File: src/rtl/jtag_pkg.sv
// Shared JTAG constants: TAP state codes, instruction opcodes and
// data-register select codes. The IR block imports the same opcodes.
package jtag_pkg;

    // IEEE 1149.1 TAP state encoding
    localparam logic [3:0] TLR    = 4'hF;
    localparam logic [3:0] RTI    = 4'hC;
    localparam logic [3:0] SEL_DR = 4'h7;
    localparam logic [3:0] CAP_DR = 4'h6;
    localparam logic [3:0] SH_DR  = 4'h2;
    localparam logic [3:0] EX1_DR = 4'h1;
    localparam logic [3:0] PA_DR  = 4'h3;
    localparam logic [3:0] EX2_DR = 4'h0;
    localparam logic [3:0] UPD_DR = 4'h5;
    localparam logic [3:0] SEL_IR = 4'h4;
    localparam logic [3:0] CAP_IR = 4'hE;
    localparam logic [3:0] SH_IR  = 4'hA;
    localparam logic [3:0] EX1_IR = 4'h9;
    localparam logic [3:0] PA_IR  = 4'hB;
    localparam logic [3:0] EX2_IR = 4'h8;
    localparam logic [3:0] UPD_IR = 4'hD;

    // Instruction opcodes
    localparam logic [3:0] OP_SAMPLE_PRELOAD = 4'h0;
    localparam logic [3:0] OP_EXTEST         = 4'h1;
    localparam logic [3:0] OP_INTEST         = 4'h2;
    localparam logic [3:0] OP_RUNBIST        = 4'h3;
    localparam logic [3:0] OP_CLAMP          = 4'h4;
    localparam logic [3:0] OP_IDCODE         = 4'h5;
    localparam logic [3:0] OP_USERCODE       = 4'h6;
    localparam logic [3:0] OP_HIGHZ          = 4'h7;
    localparam logic [3:0] OP_BYPASS         = 4'hF;

    // Data-register select codes
    localparam logic [2:0] DRS_BYPASS   = 3'd0;
    localparam logic [2:0] DRS_BSR      = 3'd1;
    localparam logic [2:0] DRS_BIST     = 3'd2;
    localparam logic [2:0] DRS_IDCODE   = 3'd3;
    localparam logic [2:0] DRS_USERCODE = 3'd4;

    // Result of decoding one instruction
    typedef struct packed {
        logic [2:0] dr_sel;
        logic       mode_test;
    } instr_decode_t;

endpackage

File: src/rtl/tap_controller_if.sv
// TAP controller signal bundle. The master side is the TAP controller;
// the slave side is whoever drives TMS/INSTR and consumes the strobes.
interface tap_controller_if;

    logic       TMS;
    logic [3:0] INSTR;
    logic [3:0] STATE;
    logic       TAP_RESET;
    logic       CLOCK_IR;
    logic       SHIFT_IR;
    logic       UPDATE_IR;
    logic       CLOCK_DR;
    logic       SHIFT_DR;
    logic       UPDATE_DR;
    logic       SELECT;
    logic       ENABLE;
    logic [2:0] DR_SEL;
    logic       MODE_TEST;
    logic       BIST_RUN;
    logic       BIST_DONE;

    modport master (
        input  TMS, INSTR,
        output STATE, TAP_RESET,
        output CLOCK_IR, SHIFT_IR, UPDATE_IR,
        output CLOCK_DR, SHIFT_DR, UPDATE_DR,
        output SELECT, ENABLE, DR_SEL, MODE_TEST,
        output BIST_RUN, BIST_DONE
    );

    modport slave (
        output TMS, INSTR,
        input  STATE, TAP_RESET,
        input  CLOCK_IR, SHIFT_IR, UPDATE_IR,
        input  CLOCK_DR, SHIFT_DR, UPDATE_DR,
        input  SELECT, ENABLE, DR_SEL, MODE_TEST,
        input  BIST_RUN, BIST_DONE
    );

endinterface

File: src/rtl/jtag_instr_decode.sv
// Combinational instruction decode: active instruction -> DR select and
// test-mode control. While the TAP sits in Test-Logic-Reset the IDCODE
// decode is forced so the device always powers up presenting its ID.
module jtag_instr_decode
    import jtag_pkg::*;
(
    input  logic [3:0] instr,
    input  logic       tap_reset,
    output logic [2:0] dr_sel,
    output logic       mode_test
);

    instr_decode_t dec;

    // Opcode table; undefined opcodes fall back to bypass, functional mode
    always_comb begin
        dec = '{dr_sel: DRS_BYPASS, mode_test: 1'b0};
        if (tap_reset) begin
            dec = '{dr_sel: DRS_IDCODE, mode_test: 1'b0};
        end else begin
            case (instr)
                OP_BYPASS:         dec = '{dr_sel: DRS_BYPASS,   mode_test: 1'b0};
                OP_SAMPLE_PRELOAD: dec = '{dr_sel: DRS_BSR,      mode_test: 1'b0};
                OP_EXTEST:         dec = '{dr_sel: DRS_BSR,      mode_test: 1'b1};
                OP_INTEST:         dec = '{dr_sel: DRS_BSR,      mode_test: 1'b1};
                OP_RUNBIST:        dec = '{dr_sel: DRS_BIST,     mode_test: 1'b1};
                OP_CLAMP:          dec = '{dr_sel: DRS_BYPASS,   mode_test: 1'b1};
                OP_IDCODE:         dec = '{dr_sel: DRS_IDCODE,   mode_test: 1'b0};
                OP_USERCODE:       dec = '{dr_sel: DRS_USERCODE, mode_test: 1'b0};
                OP_HIGHZ:          dec = '{dr_sel: DRS_BYPASS,   mode_test: 1'b1};
                default:           dec = '{dr_sel: DRS_BYPASS,   mode_test: 1'b0};
            endcase
        end
    end

    assign dr_sel    = dec.dr_sel;
    assign mode_test = dec.mode_test;

endmodule

File: src/rtl/tap_controller.sv
// IEEE 1149.1 TAP controller: 16-state FSM on TCK, Moore strobe decode
// from the registered state, instruction decode and a RUNBIST cycle counter.
//
// state  | meaning
// -------+-------------------------------------------
// TLR  F | test logic reset, IDCODE forced
// RTI  C | run-test/idle, RUNBIST counts here
// SEL_DR 7 / SEL_IR 4 | column select
// CAP_x 6/E | capture into shift stage
// SH_x  2/A | shift, TDO enabled
// EX1_x 1/9, EX2_x 0/8 | exit towards pause/update
// PA_x  3/B | pause, shift stage held
// UPD_x 5/D | update strobe; UPD_IR also clears the BIST counter
module tap_controller
    import jtag_pkg::*;
#(
    parameter int unsigned BIST_CYCLES = 16,
    parameter int unsigned CNT_W       = 16
) (
    input  logic               TCK,
    input  logic               RST,
    tap_controller_if.master   tap
);

    localparam logic [CNT_W-1:0] BIST_MAX = CNT_W'(BIST_CYCLES);

    logic [3:0]       state_q, state_d;
    logic [CNT_W-1:0] cnt_q,   cnt_d;

    logic tap_reset;
    logic clock_ir, shift_ir, update_ir;
    logic clock_dr, shift_dr, update_dr;
    logic select_ir, enable;
    logic bist_run, bist_done;

    // Next-state function: TMS=0 / TMS=1 successor of every state
    always_comb begin
        state_d = state_q;
        case (state_q)
            TLR:     state_d = tap.TMS ? TLR    : RTI;
            RTI:     state_d = tap.TMS ? SEL_DR : RTI;
            SEL_DR:  state_d = tap.TMS ? SEL_IR : CAP_DR;
            CAP_DR:  state_d = tap.TMS ? EX1_DR : SH_DR;
            SH_DR:   state_d = tap.TMS ? EX1_DR : SH_DR;
            EX1_DR:  state_d = tap.TMS ? UPD_DR : PA_DR;
            PA_DR:   state_d = tap.TMS ? EX2_DR : PA_DR;
            EX2_DR:  state_d = tap.TMS ? UPD_DR : SH_DR;
            UPD_DR:  state_d = tap.TMS ? SEL_DR : RTI;
            SEL_IR:  state_d = tap.TMS ? TLR    : CAP_IR;
            CAP_IR:  state_d = tap.TMS ? EX1_IR : SH_IR;
            SH_IR:   state_d = tap.TMS ? EX1_IR : SH_IR;
            EX1_IR:  state_d = tap.TMS ? UPD_IR : PA_IR;
            PA_IR:   state_d = tap.TMS ? EX2_IR : PA_IR;
            EX2_IR:  state_d = tap.TMS ? UPD_IR : SH_IR;
            UPD_IR:  state_d = tap.TMS ? SEL_DR : RTI;
            default: state_d = TLR;
        endcase
    end

    // Moore strobe decode straight off the registered state
    always_comb begin
        tap_reset = (state_q == TLR);
        clock_ir  = (state_q == CAP_IR) || (state_q == SH_IR);
        shift_ir  = (state_q == SH_IR);
        update_ir = (state_q == UPD_IR);
        clock_dr  = (state_q == CAP_DR) || (state_q == SH_DR);
        shift_dr  = (state_q == SH_DR);
        update_dr = (state_q == UPD_DR);
        enable    = (state_q == SH_IR) || (state_q == SH_DR);
        case (state_q)
            SEL_IR, CAP_IR, SH_IR, EX1_IR,
            PA_IR, EX2_IR, UPD_IR: select_ir = 1'b1;
            default:               select_ir = 1'b0;
        endcase
    end

    // RUNBIST counter: counts RTI cycles, holds outside RTI, saturates.
    // The leaving edge still counts, so the budget can complete on exit.
    always_comb begin
        bist_run = (tap.INSTR == OP_RUNBIST) && (state_q == RTI);
        cnt_d    = cnt_q;
        if (tap_reset || update_ir) begin
            cnt_d = '0;
        end else if (bist_run && (cnt_q != BIST_MAX)) begin
            cnt_d = cnt_q + CNT_W'(1);
        end
        // Mask on the clearing states so DONE drops with the strobe itself
        bist_done = (cnt_q == BIST_MAX) && !tap_reset && !update_ir;
    end

    // State and counter registers, TRST-style asynchronous reset
    always_ff @(posedge TCK or negedge RST) begin
        if (!RST) begin
            state_q <= TLR;
            cnt_q   <= '0;
        end else begin
            state_q <= state_d;
            cnt_q   <= cnt_d;
        end
    end

    jtag_instr_decode u_decode (
        .instr     (tap.INSTR),
        .tap_reset (tap_reset),
        .dr_sel    (tap.DR_SEL),
        .mode_test (tap.MODE_TEST)
    );

    assign tap.STATE     = state_q;
    assign tap.TAP_RESET = tap_reset;
    assign tap.CLOCK_IR  = clock_ir;
    assign tap.SHIFT_IR  = shift_ir;
    assign tap.UPDATE_IR = update_ir;
    assign tap.CLOCK_DR  = clock_dr;
    assign tap.SHIFT_DR  = shift_dr;
    assign tap.UPDATE_DR = update_dr;
    assign tap.SELECT    = select_ir;
    assign tap.ENABLE    = enable;
    assign tap.BIST_RUN  = bist_run;
    assign tap.BIST_DONE = bist_done;

endmodule

File: src/flat_wrapper.sv
// flat-port wrapper written by rule: the top's interface ports become plain ports
module tap_controller_flat import jtag_pkg::*;
#(
    parameter int unsigned BIST_CYCLES = 16,
    parameter int unsigned CNT_W       = 16
)
  (TCK, RST, tap_TMS, tap_INSTR, tap_STATE, tap_TAP_RESET, tap_CLOCK_IR, tap_SHIFT_IR, tap_UPDATE_IR, tap_CLOCK_DR, tap_SHIFT_DR, tap_UPDATE_DR, tap_SELECT, tap_ENABLE, tap_DR_SEL, tap_MODE_TEST, tap_BIST_RUN, tap_BIST_DONE);
  tap_controller_if tap_i ();
  input  logic TCK;
  input  logic RST;
  input wire logic [$bits(tap_i.TMS)-1:0] tap_TMS;
  input wire logic [$bits(tap_i.INSTR)-1:0] tap_INSTR;
  output wire logic [$bits(tap_i.STATE)-1:0] tap_STATE;
  output wire logic [$bits(tap_i.TAP_RESET)-1:0] tap_TAP_RESET;
  output wire logic [$bits(tap_i.CLOCK_IR)-1:0] tap_CLOCK_IR;
  output wire logic [$bits(tap_i.SHIFT_IR)-1:0] tap_SHIFT_IR;
  output wire logic [$bits(tap_i.UPDATE_IR)-1:0] tap_UPDATE_IR;
  output wire logic [$bits(tap_i.CLOCK_DR)-1:0] tap_CLOCK_DR;
  output wire logic [$bits(tap_i.SHIFT_DR)-1:0] tap_SHIFT_DR;
  output wire logic [$bits(tap_i.UPDATE_DR)-1:0] tap_UPDATE_DR;
  output wire logic [$bits(tap_i.SELECT)-1:0] tap_SELECT;
  output wire logic [$bits(tap_i.ENABLE)-1:0] tap_ENABLE;
  output wire logic [$bits(tap_i.DR_SEL)-1:0] tap_DR_SEL;
  output wire logic [$bits(tap_i.MODE_TEST)-1:0] tap_MODE_TEST;
  output wire logic [$bits(tap_i.BIST_RUN)-1:0] tap_BIST_RUN;
  output wire logic [$bits(tap_i.BIST_DONE)-1:0] tap_BIST_DONE;
  assign tap_i.TMS = tap_TMS;
  assign tap_i.INSTR = tap_INSTR;
  assign tap_STATE = tap_i.STATE;
  assign tap_TAP_RESET = tap_i.TAP_RESET;
  assign tap_CLOCK_IR = tap_i.CLOCK_IR;
  assign tap_SHIFT_IR = tap_i.SHIFT_IR;
  assign tap_UPDATE_IR = tap_i.UPDATE_IR;
  assign tap_CLOCK_DR = tap_i.CLOCK_DR;
  assign tap_SHIFT_DR = tap_i.SHIFT_DR;
  assign tap_UPDATE_DR = tap_i.UPDATE_DR;
  assign tap_SELECT = tap_i.SELECT;
  assign tap_ENABLE = tap_i.ENABLE;
  assign tap_DR_SEL = tap_i.DR_SEL;
  assign tap_MODE_TEST = tap_i.MODE_TEST;
  assign tap_BIST_RUN = tap_i.BIST_RUN;
  assign tap_BIST_DONE = tap_i.BIST_DONE;
  tap_controller #(.BIST_CYCLES(BIST_CYCLES), .CNT_W(CNT_W)) u_core (.TCK(TCK), .RST(RST), .tap(tap_i));
endmodule
File: config.mk
export PLATFORM = sky130hd
export DESIGN_NAME = tap_controller_flat
export DESIGN_NICKNAME = d
export VERILOG_FILES = /design/src/rtl/jtag_pkg.sv /design/src/rtl/tap_controller_if.sv /design/src/rtl/jtag_instr_decode.sv /design/src/rtl/tap_controller.sv /design/src/flat_wrapper.sv
export SDC_FILE = /design/constraint.sdc
export NUM_CORES = 1
export LEC_CHECK = 0
export ABC_CLOCK_PERIOD_IN_PS = 2300
export CAP_MARGIN = 40
export CORE_MARGIN = 2
export CORE_UTILIZATION = 45
export CTS_CLUSTER_SIZE = 30
export DETAILED_ROUTE_END_ITERATION = 8
export PLACE_DENSITY = 0.77
export SYNTH_ARGS = -nofsm -noshare
export SYNTH_HDL_FRONTEND = slang
export SYNTH_HIERARCHICAL = 1
export SYNTH_SLANG_ARGS = --single-unit
File: constraint.sdc
create_clock -name TCK -period 2.3 [get_ports TCK]
set_input_delay 0.46 -clock TCK [delete_from_list [all_inputs] [get_ports TCK]]
set_output_delay 0.46 -clock TCK [all_outputs]
set_load 0.01 [all_outputs]
# ---- Word-level counts from Yosys, hierarchy flattened
# Memory sizes are Yosys's and may differ from the RTL's.
# Cells that the tools add are included.
dict set report totals {
  regBits 20
  latch_bits 0
  mem_bits_rw 0
  rom_bits 64
  word_cells 55
  mem_count 1
}
dict set report classes {
  add_sub_neg 1
  multipliers 0
  div 0
  n_lt_le_gt_ge 0
  n_eq_ne 18
  shift 0
  mux 17
  bitwise_logic 0
  n_reduce_logical 16
}
# name depth word_bits read_ports rd_ports_with_merged_regs wr line
set mem_list {}
lappend mem_list {{(no name shown)} 16 4 1 0 0 jtag_instr_decode.sv:21} ;# case (instr)
# operator n
set ops {}
lappend ops {{case mux 4 bit (12 select lines)} 1}
lappend ops {{== test 4 bit, second input constant} 8}
lappend ops {{2-to-1 mux 16 bit} 2}
lappend ops {{adder 16 x 1 -> 16 bit, second input constant} 1}
lappend ops {{== test 16 x 5 -> 1 bit, second input constant} 1}
lappend ops {{== test 4 x 3 -> 1 bit, second input constant} 4}
lappend ops {{!= test 16 x 5 -> 1 bit, second input constant} 1}
lappend ops {{== test 4 x 2 -> 1 bit, second input constant} 3}
lappend ops {{2-to-1 mux 2 bit} 6}
lappend ops {{2-to-1 mux 3 bit} 4}
lappend ops {{2-to-1 mux 4 bit} 2}
lappend ops {{OR reduction 7 bit} 1}
lappend ops {{== test 4 x 1 -> 1 bit, second input constant} 1}
lappend ops {{logical AND 1 bit} 4}
lappend ops {{logical NOT 4 bit} 1}
lappend ops {{logical OR 1 bit} 4}
lappend ops {{OR reduction 2 bit} 2}
lappend ops {{OR reduction 3 bit} 1}
lappend ops {{logical NOT 1 bit} 2}
lappend ops {{2-to-1 mux 1 bit} 2}
lappend ops {{nonzero test 2 bit} 1}

# ---- Longest topological paths before layout
dict set report logic_depth {
  depth_word 5
  mapped_depth 7
  depth_no_buf 6
}

# ---- Hierarchy
# Netlist, hierarchy kept.
# module n_inst cells_each area_per_inst_um2
set modules_own_cells {}
lappend modules_own_cells {tap_controller 1 154 1298.7}
lappend modules_own_cells {jtag_instr_decode 1 14 118.9}

# ---- Worst setup path before layout
# Ideal clock, no wire load.
dict set report synth_timing {
  path_kind {reg2out}
  start {reg u_core.state_q[2], in the netlist u_core/tap.STATE[2]}
  end {out tap_BIST_RUN}
  t_arrival_ps 1559
  t_required_ps 1840
  path_slack_ps 281
  stages_incl_launch_ff 6
  cell_sequence {dfstp_2 > nand2b_1 > or4_4 > buf_6 > clkbuf_1 > inv_2}
}
dict set report synth_via {
  elab_chain_cells 2
}
# element line
set synth_rtl {}
lappend synth_rtl {{from (decl)} tap_controller.sv:27} ;# logic [3:0] state_q, state_d;
lappend synth_rtl {{from (signal assigned)} tap_controller.sv:97} ;# state_q <= state_d;
lappend synth_rtl {{== test 4 bit} tap_controller.sv:80} ;# bist_run = (tap.INSTR == OP_RUNBIST) && (state_q == RTI);
lappend synth_rtl {{logical AND 1 bit} tap_controller.sv:80}
lappend synth_rtl {{to (decl)} flat_wrapper.sv:25} ;# output wire logic [$bits(tap_i.BIST_RUN)-1:0] tap_BIST_RUN;
# Every way passes these cells.

# ---- Final worst setup path
dict set report layout_timing {
  start {in tap_INSTR[2]}
  end {out tap_MODE_TEST}
}
dict set report layout_via {
  elab_chain_cells 2
}
# element line
set layout_rtl {}
lappend layout_rtl {{from (decl)} flat_wrapper.sv:12} ;# input wire logic [$bits(tap_i.INSTR)-1:0] tap_INSTR;
lappend layout_rtl {{memory read (16 x 4 bit)} n/a}
lappend layout_rtl {{2-to-1 mux 4 bit} jtag_instr_decode.sv:18} ;# if (tap_reset) begin
lappend layout_rtl {{to (decl)} flat_wrapper.sv:24} ;# output wire logic [$bits(tap_i.MODE_TEST)-1:0] tap_MODE_TEST;
# Every way passes these cells.

==> impl_metrics.toml <==
[clock_tree]
hold_buffers = 0
cts-root-buf = "clkbuf_4"
clk_path_buf_depth = 2
cts_made_buffers = 3
clk_latency_ns = 0.31
cts_tree = "yes"
h-tree-depth = 1
clk_pin_slew_ns = 0.12
cts.sinks = 20

[floorplanning]
die_w_um = 60.1
fp.coreArea_sq_um = 3030
rows = 20
dieHeight_um = 60.1
dieArea_sq_um = 3620
pin_count = 26
start_util = 0.468

[timing]
finalCritPeriodShare = 0.975
hold_violations = 0
max_freq_ghz = 0.446
tns_ns = 0
max_slew_margin = 0.747
drv_slew = 0
worst_pin_slew_ns = 0.379
holdWs_ns = 0.466
finalSetupViolations = 0
period_needed_ns = 2.24
skew_ns = 0.00234

[place]
gp_congestion = 0.909
place_hpwl_um = 2670
dpl_cell_area_sq_um = 1800
placedCellCount = 244
port-buffer-count = 25

[logic_synthesis]
synth_xor_area_frac = 0
synth_cell_type_count = 43
synth_top_family_by_area = "simple AND/OR/NAND/NOR gates"
syn_inst = 168
ys_warn_count = 6
synth-adder-area-share = 0.0530
synth-edff-count = 0
async_flop_share = 1.00
ys_seq_area_frac = 0.357
synthSimpleGateAreaFrac = 0.340
avgSynthCellArea_sq_um = 8.44
synth.cell_area_sq_um = 1420
ys_ff_latch = 20
synthFlopType = "dfrtp_1"
syn_nets = 181
synth.mux.area_fraction = 0.0291
synth_compound_area_frac = 0.166

[routing]
drt_iter0_markers = 119
routedWlPerCell_um = 15.4
ant_nets = 0
drc = 0
avgViaCountPerCell = 5.78
drt-total-wl_um = 3900
vias = 1468
drt_pass1_iterations = 4

[power]
power_leakage_nw = 0.932
ir_drop_mv = 0.536
powerDensity_nw_per_um2 = 766

[setup_path]
r2r_start = "u_core/tap.STATE[3]"
start_kind = "input port"
worstSetupStartpoint = "tap_INSTR[2]"
reg2reg_to = "u_core/cnt_q[9]"
worst_setup_path_end_kind = "primary output"
critPathRequiredTime_ns = 1.84
reg2reg_slack_ns = 0.10
critical_path_class = "input port to primary output"
worstPathArrival_ns = 1.78
crit_fanout = 4
r2r_cells = 6

[finish]
n_antenna_cell = 0
register_area_sq_um = 505
multi_input_area_sq_um = 850
num-fill-cells = 267
finalNonFillerCells = 254
syn2layout_area_growth_pct = 34.2
nNetsFinal = 224
finalInstanceArea_sq_um = 1900
drive_above_1_share = 0.195

[global_routing]
antenna_found_initial = 0
grt_first_pass_wirelength_um = 6370
grt_max_degree = 21
overflow = 0
gr-usage-all-layers = 0.235
grt_pass1_vias = 1383

[flow_run]
drv_cap = 0

[status]
status = "completed"

[worst_hold_path]
min_path_type = "input port to async pin"
## cells by family after synthesis
kind of cell             count (synthesis)
AO/OA/AOI/OAI                           37
flip-flops                              20
AND/OR/NAND/NOR                         84
adder cells (fa/ha/maj)                  6
multiplexers                             4
buffers and inverters                   17
## cells in the mapped netlist, types with 2 or more instances
library cell / instances / area, sq um
nor3_1: 6 / 30.0
nand2_1: 18 / 67.6
a21o_1: 2 / 15.0
and2_1: 3 / 18.8
ha_1: 6 / 75.1
a21oi_1: 12 / 60.1
inv_2: 2 / 7.51
clkbuf_1: 6 / 22.5
or4_1: 8 / 60.1
o31ai_1: 7 / 52.6
nand4bb_1: 2 / 22.5
nand3_1: 7 / 35.0
dfstp_2: 4 / 105
mux2i_1: 3 / 30.0
and3_1: 8 / 50.1
nand2b_1: 4 / 25.0
nand4_1: 4 / 25.0
o21ai_1: 7 / 35.0
buf_1: 2 / 7.51
dfrtp_1: 16 / 400
nor2_1: 10 / 37.5
buf_6: 2 / 22.5
o21bai_1: 2 / 15.0
or3_1: 3 / 18.8
inv_1: 5 / 18.8
nor4_1: 2 / 12.5
## power by group
| part | switching [mW] | internal (mW) | leakage, nW |
|---|---|---|---|
| clock | 0.118 | 0.176 | 0.0279 |
| combinational | 0.389 | 0.333 | 0.638 |
| sequential | 0.0296 | 0.410 | 0.266 |
| total | 0.537 | 0.920 | 0.932 |
## repair_timing
action,CTS,global route
resized for setup,22,6
endpoints found under the setup margin,15,6
pin swaps,1,0
buffers inserted,6,0
## through the flow
| step | util | setup WS, ns | total power [mW] |
|---|---|---|---|
| after global routing | 0.628 | -0.0189 | 1.55 |
| after CTS | 0.628 | 0.00645 | 1.47 |
| final | 0.628 | 0.0567 | 1.46 |
| after floorplan | - | 0.281 | 0.828 |
| after global placement | 0.594 | -0.412 | 1.15 |
| after detailed placement | 0.594 | -0.470 | 1.17 |
## layout make-up
class	instances	area share
flip-flops and latches	20	0.266
multi-input cells	131	0.447
inverters	7	0.0138
clock buffers	3	0.0118
repair buffers	48	0.217
well taps	44	0.0289
clock inverters	1	0.0158
## how the worst max path moves through the flow
stage / to / slack (ns) / cells after the start
after floorplan: tap_BIST_RUN / 0.28 / 5
after global placement: tap_MODE_TEST / -0.41 / 6
after detailed placement: tap_MODE_TEST / -0.47 / 5
after CTS: tap_DR_SEL[0] / 0.006 / 5
after global routing: tap_MODE_TEST / -0.02 / 4
final: tap_MODE_TEST / 0.06 / 4
## cells in the final DEF (no fill, tap or decap), types with 8 or more instances in the layout
master	instances
a21oi_1	12
and3_1	8
buf_4	21
clkdlybuf4s50_1	8
dfrtp_1	16
dlygate4sd2_1	12
nand2_1	18
nor2_1	9
or4_1	8
## state kept, by name, indices dropped and copies added (netlist names)
register,cells
u_core/cnt_q,16
u_core/tap.STATE,4
## metal layers
metal  vias to the layer above  GRT usage  share of wire
met5                         -          0              0
li1                        707          -              -
met1                       708      0.276           0.42
met3                         6     0.0325          0.051
met2                        47      0.421           0.52
met4                         0     0.0984          0.014
## worst max-delay path, stage by stage
cell             delay [ns]
clkdlybuf4s50_1        0.57
nor2b_1                0.09
a2111oi_2              0.34
dlygate4sd2_1          0.32
Note: power is estimated with default switching activity, not from simulation.
